File: src/rtl/game_pkg.sv
// Shared game-state encodings and constants for crash_handler and the sprite blocks.
package game_pkg;

  typedef enum logic [1:0] {
    ST_IDLE   = 2'd0,
    ST_PLAY   = 2'd1,
    ST_INVINC = 2'd2,
    ST_OVER   = 2'd3
  } game_state_t;

  localparam int EXPL_W          = 2;
  localparam int EXPL_CNT_W      = 4;
  localparam int INV_W           = 8;
  localparam int LIVES_INIT_DEF  = 3;
  localparam int ENEMY_SCORE_DEF = 10;

  localparam logic [EXPL_W-1:0] EXPL_NONE  = 2'd0;
  localparam logic [EXPL_W-1:0] EXPL_FIRST = 2'd1;
  localparam logic [EXPL_W-1:0] EXPL_LAST  = 2'd3;

endpackage

File: src/rtl/explode_anim.sv
// Enemy explosion animation: sprite index 1->2->3->0, advancing every STEP frame ends.
module explode_anim
  import game_pkg::*;
#(
  parameter int STEP = 8
) (
  input  logic              clk,
  input  logic              rst_n,
  input  logic              frame_end_i,
  input  logic              restart_i,
  output logic [EXPL_W-1:0] index_o
);

  localparam logic [EXPL_CNT_W-1:0] STEP_LOAD = EXPL_CNT_W'(STEP);

  logic [EXPL_CNT_W-1:0] step_cnt;

  // Restart arrives on the scoring frame end, so it takes priority over stepping.
  always_ff @(posedge clk or negedge rst_n) begin
    if (!rst_n) begin
      step_cnt <= '0;
      index_o  <= EXPL_NONE;
    end else if (restart_i) begin
      step_cnt <= STEP_LOAD;
      index_o  <= EXPL_FIRST;
    end else if (frame_end_i && (index_o != EXPL_NONE)) begin
      if (step_cnt <= EXPL_CNT_W'(1)) begin
        step_cnt <= STEP_LOAD;
        index_o  <= (index_o == EXPL_LAST) ? EXPL_NONE : index_o + EXPL_W'(1);
      end else begin
        step_cnt <= step_cnt - EXPL_CNT_W'(1);
      end
    end
  end

endmodule

File: src/rtl/crash_handler.sv
// Frame-rate game state: folds pixel-rate crash strobes into per-frame score, lives,
// invincibility and explosion updates, and owns the idle/play/invincible/over FSM.
module crash_handler
  import game_pkg::*;
#(
  parameter int SCORE_W       = 16,
  parameter int ENEMY_SCORE   = ENEMY_SCORE_DEF,
  parameter int LIVES_INIT    = LIVES_INIT_DEF,
  parameter int INVINC_FRAMES = 120,
  parameter int EXPLODE_STEP  = 8
) (
  input  logic               clk,
  input  logic               rst_n,
  input  logic               start_i,
  input  logic               frame_end_i,
  input  logic               crash_enemy_bullet_i,
  input  logic               crash_me_enemy_i,
  output logic [1:0]         state_o,
  output logic [SCORE_W-1:0] score_o,
  output logic [1:0]         lives_o,
  output logic               enemy_hit_o,
  output logic               bullet_clear_o,
  output logic [EXPL_W-1:0]  explode_frame_o,
  output logic               me_blink_o
);

  // state     | meaning
  // ST_IDLE   | after reset, waiting for start; crashes ignored
  // ST_PLAY   | normal play; enemy hits score, player hit costs a life
  // ST_INVINC | post-hit grace period; player hits ignored, player blinks
  // ST_OVER   | lives exhausted; score/lives frozen until start

  localparam logic [SCORE_W:0]   SCORE_INC  = (SCORE_W+1)'(ENEMY_SCORE);
  localparam logic [1:0]         LIVES_LOAD = 2'(LIVES_INIT);
  localparam logic [INV_W-1:0]   INV_LOAD   = INV_W'(INVINC_FRAMES);

  game_state_t        state, state_nxt;
  logic [SCORE_W-1:0] score, score_nxt, score_sat;
  logic [SCORE_W:0]   score_sum;
  logic [1:0]         lives, lives_nxt;
  logic [INV_W-1:0]   inv_cnt, inv_nxt;
  logic               hit_enemy, hit_enemy_nxt;
  logic               hit_me, hit_me_nxt;
  logic               enemy_now, me_now;
  logic               enemy_hit_nxt;
  logic               blink_nxt;
  logic               restart;
  logic               scoring;

  assign enemy_now = hit_enemy | crash_enemy_bullet_i;
  assign me_now    = hit_me | crash_me_enemy_i;
  assign score_sum = {1'b0, score} + SCORE_INC;
  assign score_sat = score_sum[SCORE_W] ? '1 : score_sum[SCORE_W-1:0];
  assign scoring   = (state == ST_PLAY) || (state == ST_INVINC);

  always_ff @(posedge clk or negedge rst_n) begin
    if (!rst_n) begin
      state       <= ST_IDLE;
      score       <= '0;
      lives       <= '0;
      inv_cnt     <= '0;
      hit_enemy   <= 1'b0;
      hit_me      <= 1'b0;
      enemy_hit_o <= 1'b0;
      bullet_clear_o <= 1'b0;
      me_blink_o  <= 1'b0;
    end else begin
      state       <= state_nxt;
      score       <= score_nxt;
      lives       <= lives_nxt;
      inv_cnt     <= inv_nxt;
      hit_enemy   <= hit_enemy_nxt;
      hit_me      <= hit_me_nxt;
      enemy_hit_o <= enemy_hit_nxt;
      bullet_clear_o <= enemy_hit_nxt;
      me_blink_o  <= blink_nxt;
    end
  end

  always_comb begin
    state_nxt     = state;
    score_nxt     = score;
    lives_nxt     = lives;
    inv_nxt       = inv_cnt;
    hit_enemy_nxt = enemy_now;
    hit_me_nxt    = me_now;
    enemy_hit_nxt = 1'b0;
    restart       = 1'b0;

    if (frame_end_i) begin
      hit_enemy_nxt = 1'b0;
      hit_me_nxt    = 1'b0;
    end

    // Scoring is resolved before the life loss so a fatal frame still counts its hit.
    if (frame_end_i && enemy_now && scoring) begin
      score_nxt     = score_sat;
      enemy_hit_nxt = 1'b1;
      restart       = 1'b1;
    end

    case (state)
      ST_IDLE, ST_OVER: begin
        if (start_i) begin
          state_nxt     = ST_PLAY;
          score_nxt     = '0;
          lives_nxt     = LIVES_LOAD;
          inv_nxt       = '0;
          hit_enemy_nxt = 1'b0;
          hit_me_nxt    = 1'b0;
        end
      end
      ST_PLAY: begin
        if (frame_end_i && me_now) begin
          if (lives <= 2'd1) begin
            state_nxt = ST_OVER;
            lives_nxt = '0;
          end else begin
            state_nxt = ST_INVINC;
            lives_nxt = lives - 2'd1;
            inv_nxt   = INV_LOAD;
          end
        end
      end
      ST_INVINC: begin
        if (frame_end_i) begin
          if (inv_cnt <= INV_W'(1)) begin
            state_nxt = ST_PLAY;
            inv_nxt   = '0;
          end else begin
            inv_nxt = inv_cnt - INV_W'(1);
          end
        end
      end
      default: state_nxt = ST_IDLE;
    endcase

    blink_nxt = (state_nxt == ST_INVINC) && inv_nxt[3];
  end

  explode_anim #(
    .STEP (EXPLODE_STEP)
  ) u_explode (
    .clk         (clk),
    .rst_n       (rst_n),
    .frame_end_i (frame_end_i),
    .restart_i   (restart),
    .index_o     (explode_frame_o)
  );

  assign state_o = state;
  assign score_o = score;
  assign lives_o = lives;

endmodule
File: config.mk
export PLATFORM = sky130hd
export DESIGN_NAME = crash_handler
export DESIGN_NICKNAME = d
export VERILOG_FILES = /design/src/rtl/game_pkg.sv /design/src/rtl/explode_anim.sv /design/src/rtl/crash_handler.sv
export SDC_FILE = /design/constraint.sdc
export NUM_CORES = 1
export LEC_CHECK = 0
export CAP_MARGIN = 20
export CORE_MARGIN = 4
export CORE_UTILIZATION = 60
export CTS_BUF_LIST = sky130_fd_sc_hd__clkbuf_16
export DETAILED_ROUTE_END_ITERATION = 6
export DONT_BUFFER_PORTS = 1
export PLACE_DENSITY_LB_ADDON = 0.2
export SLEW_MARGIN = 20
export SYNTH_ARGS = -nofsm -noshare
export SYNTH_HDL_FRONTEND = slang
export SYNTH_SLANG_ARGS = --single-unit
File: constraint.sdc
create_clock -name clk -period 6.85 [get_ports clk]
set_clock_uncertainty 0.2 [all_clocks]
set_input_delay 2.055 -clock clk [delete_from_list [all_inputs] [get_ports clk]]
set_output_delay 2.055 -clock clk [all_outputs]
set_load 0.02 [all_outputs]
==> results.ini <==
[status]
status=finished, final reports clean

[timing]
setup_violations=0
hold_violations=0
setup_slack_ns=3.55
fmax_ghz=0.303
relSlewSlack_pct=48.5
setup_tns_ns=0
period_needed_ns=3.30
whs_ns=0.337
tightest_slew_ns=0.767
drv_slew=0
rsz0062_at_grt=no
min_period_over_period_pct=48.2

[power_and_ir_drop]
p_sw_share_pct=40.3
internal-power_uw=525
cellLeakagePower_nw=1.01
p_clk_share_pct=24.3
ir_worst_vdd_uv=260
power_uw=880
seqPwrFrac_pct=40.0
comb_power_share_pct=35.7
p_per_area_nw_per_um2=372
power.net_switching_uw=354

[clock_tree]
cts_sinks=38
cts-root-buf=clkbuf_16
tritoncts=built
clock_latency_ns=0.28
clock_path_buffers=2
h-tree-depth=2
cts_setup_buffers=0
numCtsBuffers=5
cts.clk_slew.worst_paths_ns=0.05
cts_resized=0
ctsHoldBuffers=0

[synth]
synthesis.area_um2=2210
synth_seq_cells=38
synth_edf_count=0
syn_nets=251
synth_top_area_share_pct=43.0
ys.warnings.count=0
yosysTopAreaCell=dfrtp_1
async_flop_share_pct=100
syn_avg_cell_area_um2=9.37
synth_area_leaders=dfrtp_1, ha_1, o21ai_0
synthCells=236
synth_ff_type=dfrtp_1
ys_types=52
yosysSeqAreaShare_pct=43.0

[worst_setup_path]
required_ns=6.78
rr_worst_depth=6
crit_buf_inv=0
crit_arrival_ns=3.23
worstSetupPathType=input pin to flop
critical_path.max_stage_delay_ns=0.39
crit_fanout=9
crit_family=simple AND/OR/NAND/NOR gates
cp_cell_sequence=nor2_1 -> and4b_1 -> nor4b_1 -> nor3_1
endpoint_kind=flop
path_depth=4
start_kind=input pin
worst_path_max_delay_cell=nor2_1

[detailed_routing]
met1_length_mm=1.99
wire_per_inst_um=17.0
drc_errors=0
met3_length_um=355
top_layer_used=met4
met2WireLength_mm=2.36
drt_wl_total_mm=4.79
drtPass1Iterations=4
vias_per_cell=6.67
antenna_left=0
drt_iter0_drc=142
via_count=1873

[floorplanning]
ioPinCount=31
row_count=21
core_area_um2=3440
start_util_pct=64.2
die_area_um2=4720
die_w_um=68.7
fp.dieH_um=68.7

[min_path]
hold_depth=2
hold_class=flop to flop

[global_route]
grt_pass1_vias=1826
grt_pass1_wl_mm=8.34
antenna_found_initial=0
overflow=0
grt.total_usage_pct=23.5
grt_max_degree=39

[placement]
dp_hpwl_mm=3.46
io_buffer_count=0
gp_congestion=0.846
dp_slack_ns=3.29
place_area_um2=2220

[cells_and_area]
final_common_cell=dfrtp_1
diodes=0
drive_above_1_share_pct=5.53
stdcell_area_um2=2360
final_nets=249
syn_to_final_growth_pct=6.85
fill_cells=277
final_cell_mix=dfrtp_1, o21ai_0, nor2_1, a21oi_1, nand2_1

[job]
maxCapViolCount=0

==> area by class of cell <==
class,count,area (µm²),share of cell area [%]
Multi-Input combinational cell,176,1170,49.4
Inverter,13,48.8,2.07
Clock buffer,5,125,5.30
Clock inverter,3,12.5,0.530
Sequential cell,38,951,40.3
Tap cell,46,57.6,2.44
==> synth_stat cells (all sizes together), types with 5 or more instances <==
cell	number
nor2	15
a21oi	15
inv	13
nor2b	5
nand4	7
nand2	14
nand3	5
dfrtp	38
nor3	12
ha	9
or3	5
clkbuf	6
o31ai	5
o21ai	17
==> stage by stage <==
stage	std cells	utilization [%]
finish	281	68.6
floorplan	236	-
detailed placement	273	64.6
CTS	281	68.6
global route	281	68.6
global placement	273	64.6
==> worst reg2reg max path: cells and delay by family (launching register included) <==
family | cells | cell delay (ns)
AO/OA/AOI/OAI | 1 | 0.16
adder cells (fa/ha/maj) | 1 | 0.53
buffers and inverters | 1 | 0.09
flip-flops | 1 | 0.55
AND/OR/NAND/NOR | 3 | 1.09
==> final timing paths <==
| kind | start | to | slack [ns] |
|---|---|---|---|
| max in group asynchronous | rst_n | u_explode.step_cnt[1] | 5.10 |
| setup reg to reg | state_o[0] | score_o[11] | 4.14 |
| min in group asynchronous | rst_n | score_o[13] | 1.27 |
| hold / removal | u_explode.step_cnt[1] | u_explode.step_cnt[1] | 0.34 |
| setup / recovery | crash_enemy_bullet_i | score_o[15] | 3.55 |
| hold reg to reg | u_explode.step_cnt[1] | u_explode.step_cnt[1] | 0.34 |
==> routing by layer <==
metal  track usage [%]  vias up
met1              28.2      902
met5                 0        -
met4              10.2        0
met2              39.9       66
li1                  -      894
met3              5.51       11
==> flip-flops by register name, indices dropped and copies added, names as in the netlist <==
name	flops
score_o	16
inv_cnt	8
u_explode.step_cnt	4
lives_o	2
state_o	2
u_explode.index_o	2
bullet_clear_o	1
hit_enemy	1
hit_me	1
me_blink_o	1
==> power groups by stage <==
stage / Sequential, mW / Combinational, mW / Clock [mW]
global placement: 0.351 / 0.295 / 0
global route: 0.361 / 0.356 / 0.233
CTS: 0.352 / 0.312 / 0.221
finish: 0.352 / 0.314 / 0.214
detailed placement: 0.355 / 0.310 / 0
floorplan: 0.338 / 0.262 / 0
==> logic make-up after synthesis <==
group | Yosys count | synth area share (%)
AOI/OAI and AO/OA | 75 | 23.9
xor gates and xnor gates | 4 | 1.58
adders and majority gates | 9 | 5.09
buffers and inverters | 22 | 4.19
DFF | 38 | 43.0
muxes | 2 | 0.962
and+or+nand+nor | 86 | 21.2
Power figures use the tool's default switching activity.
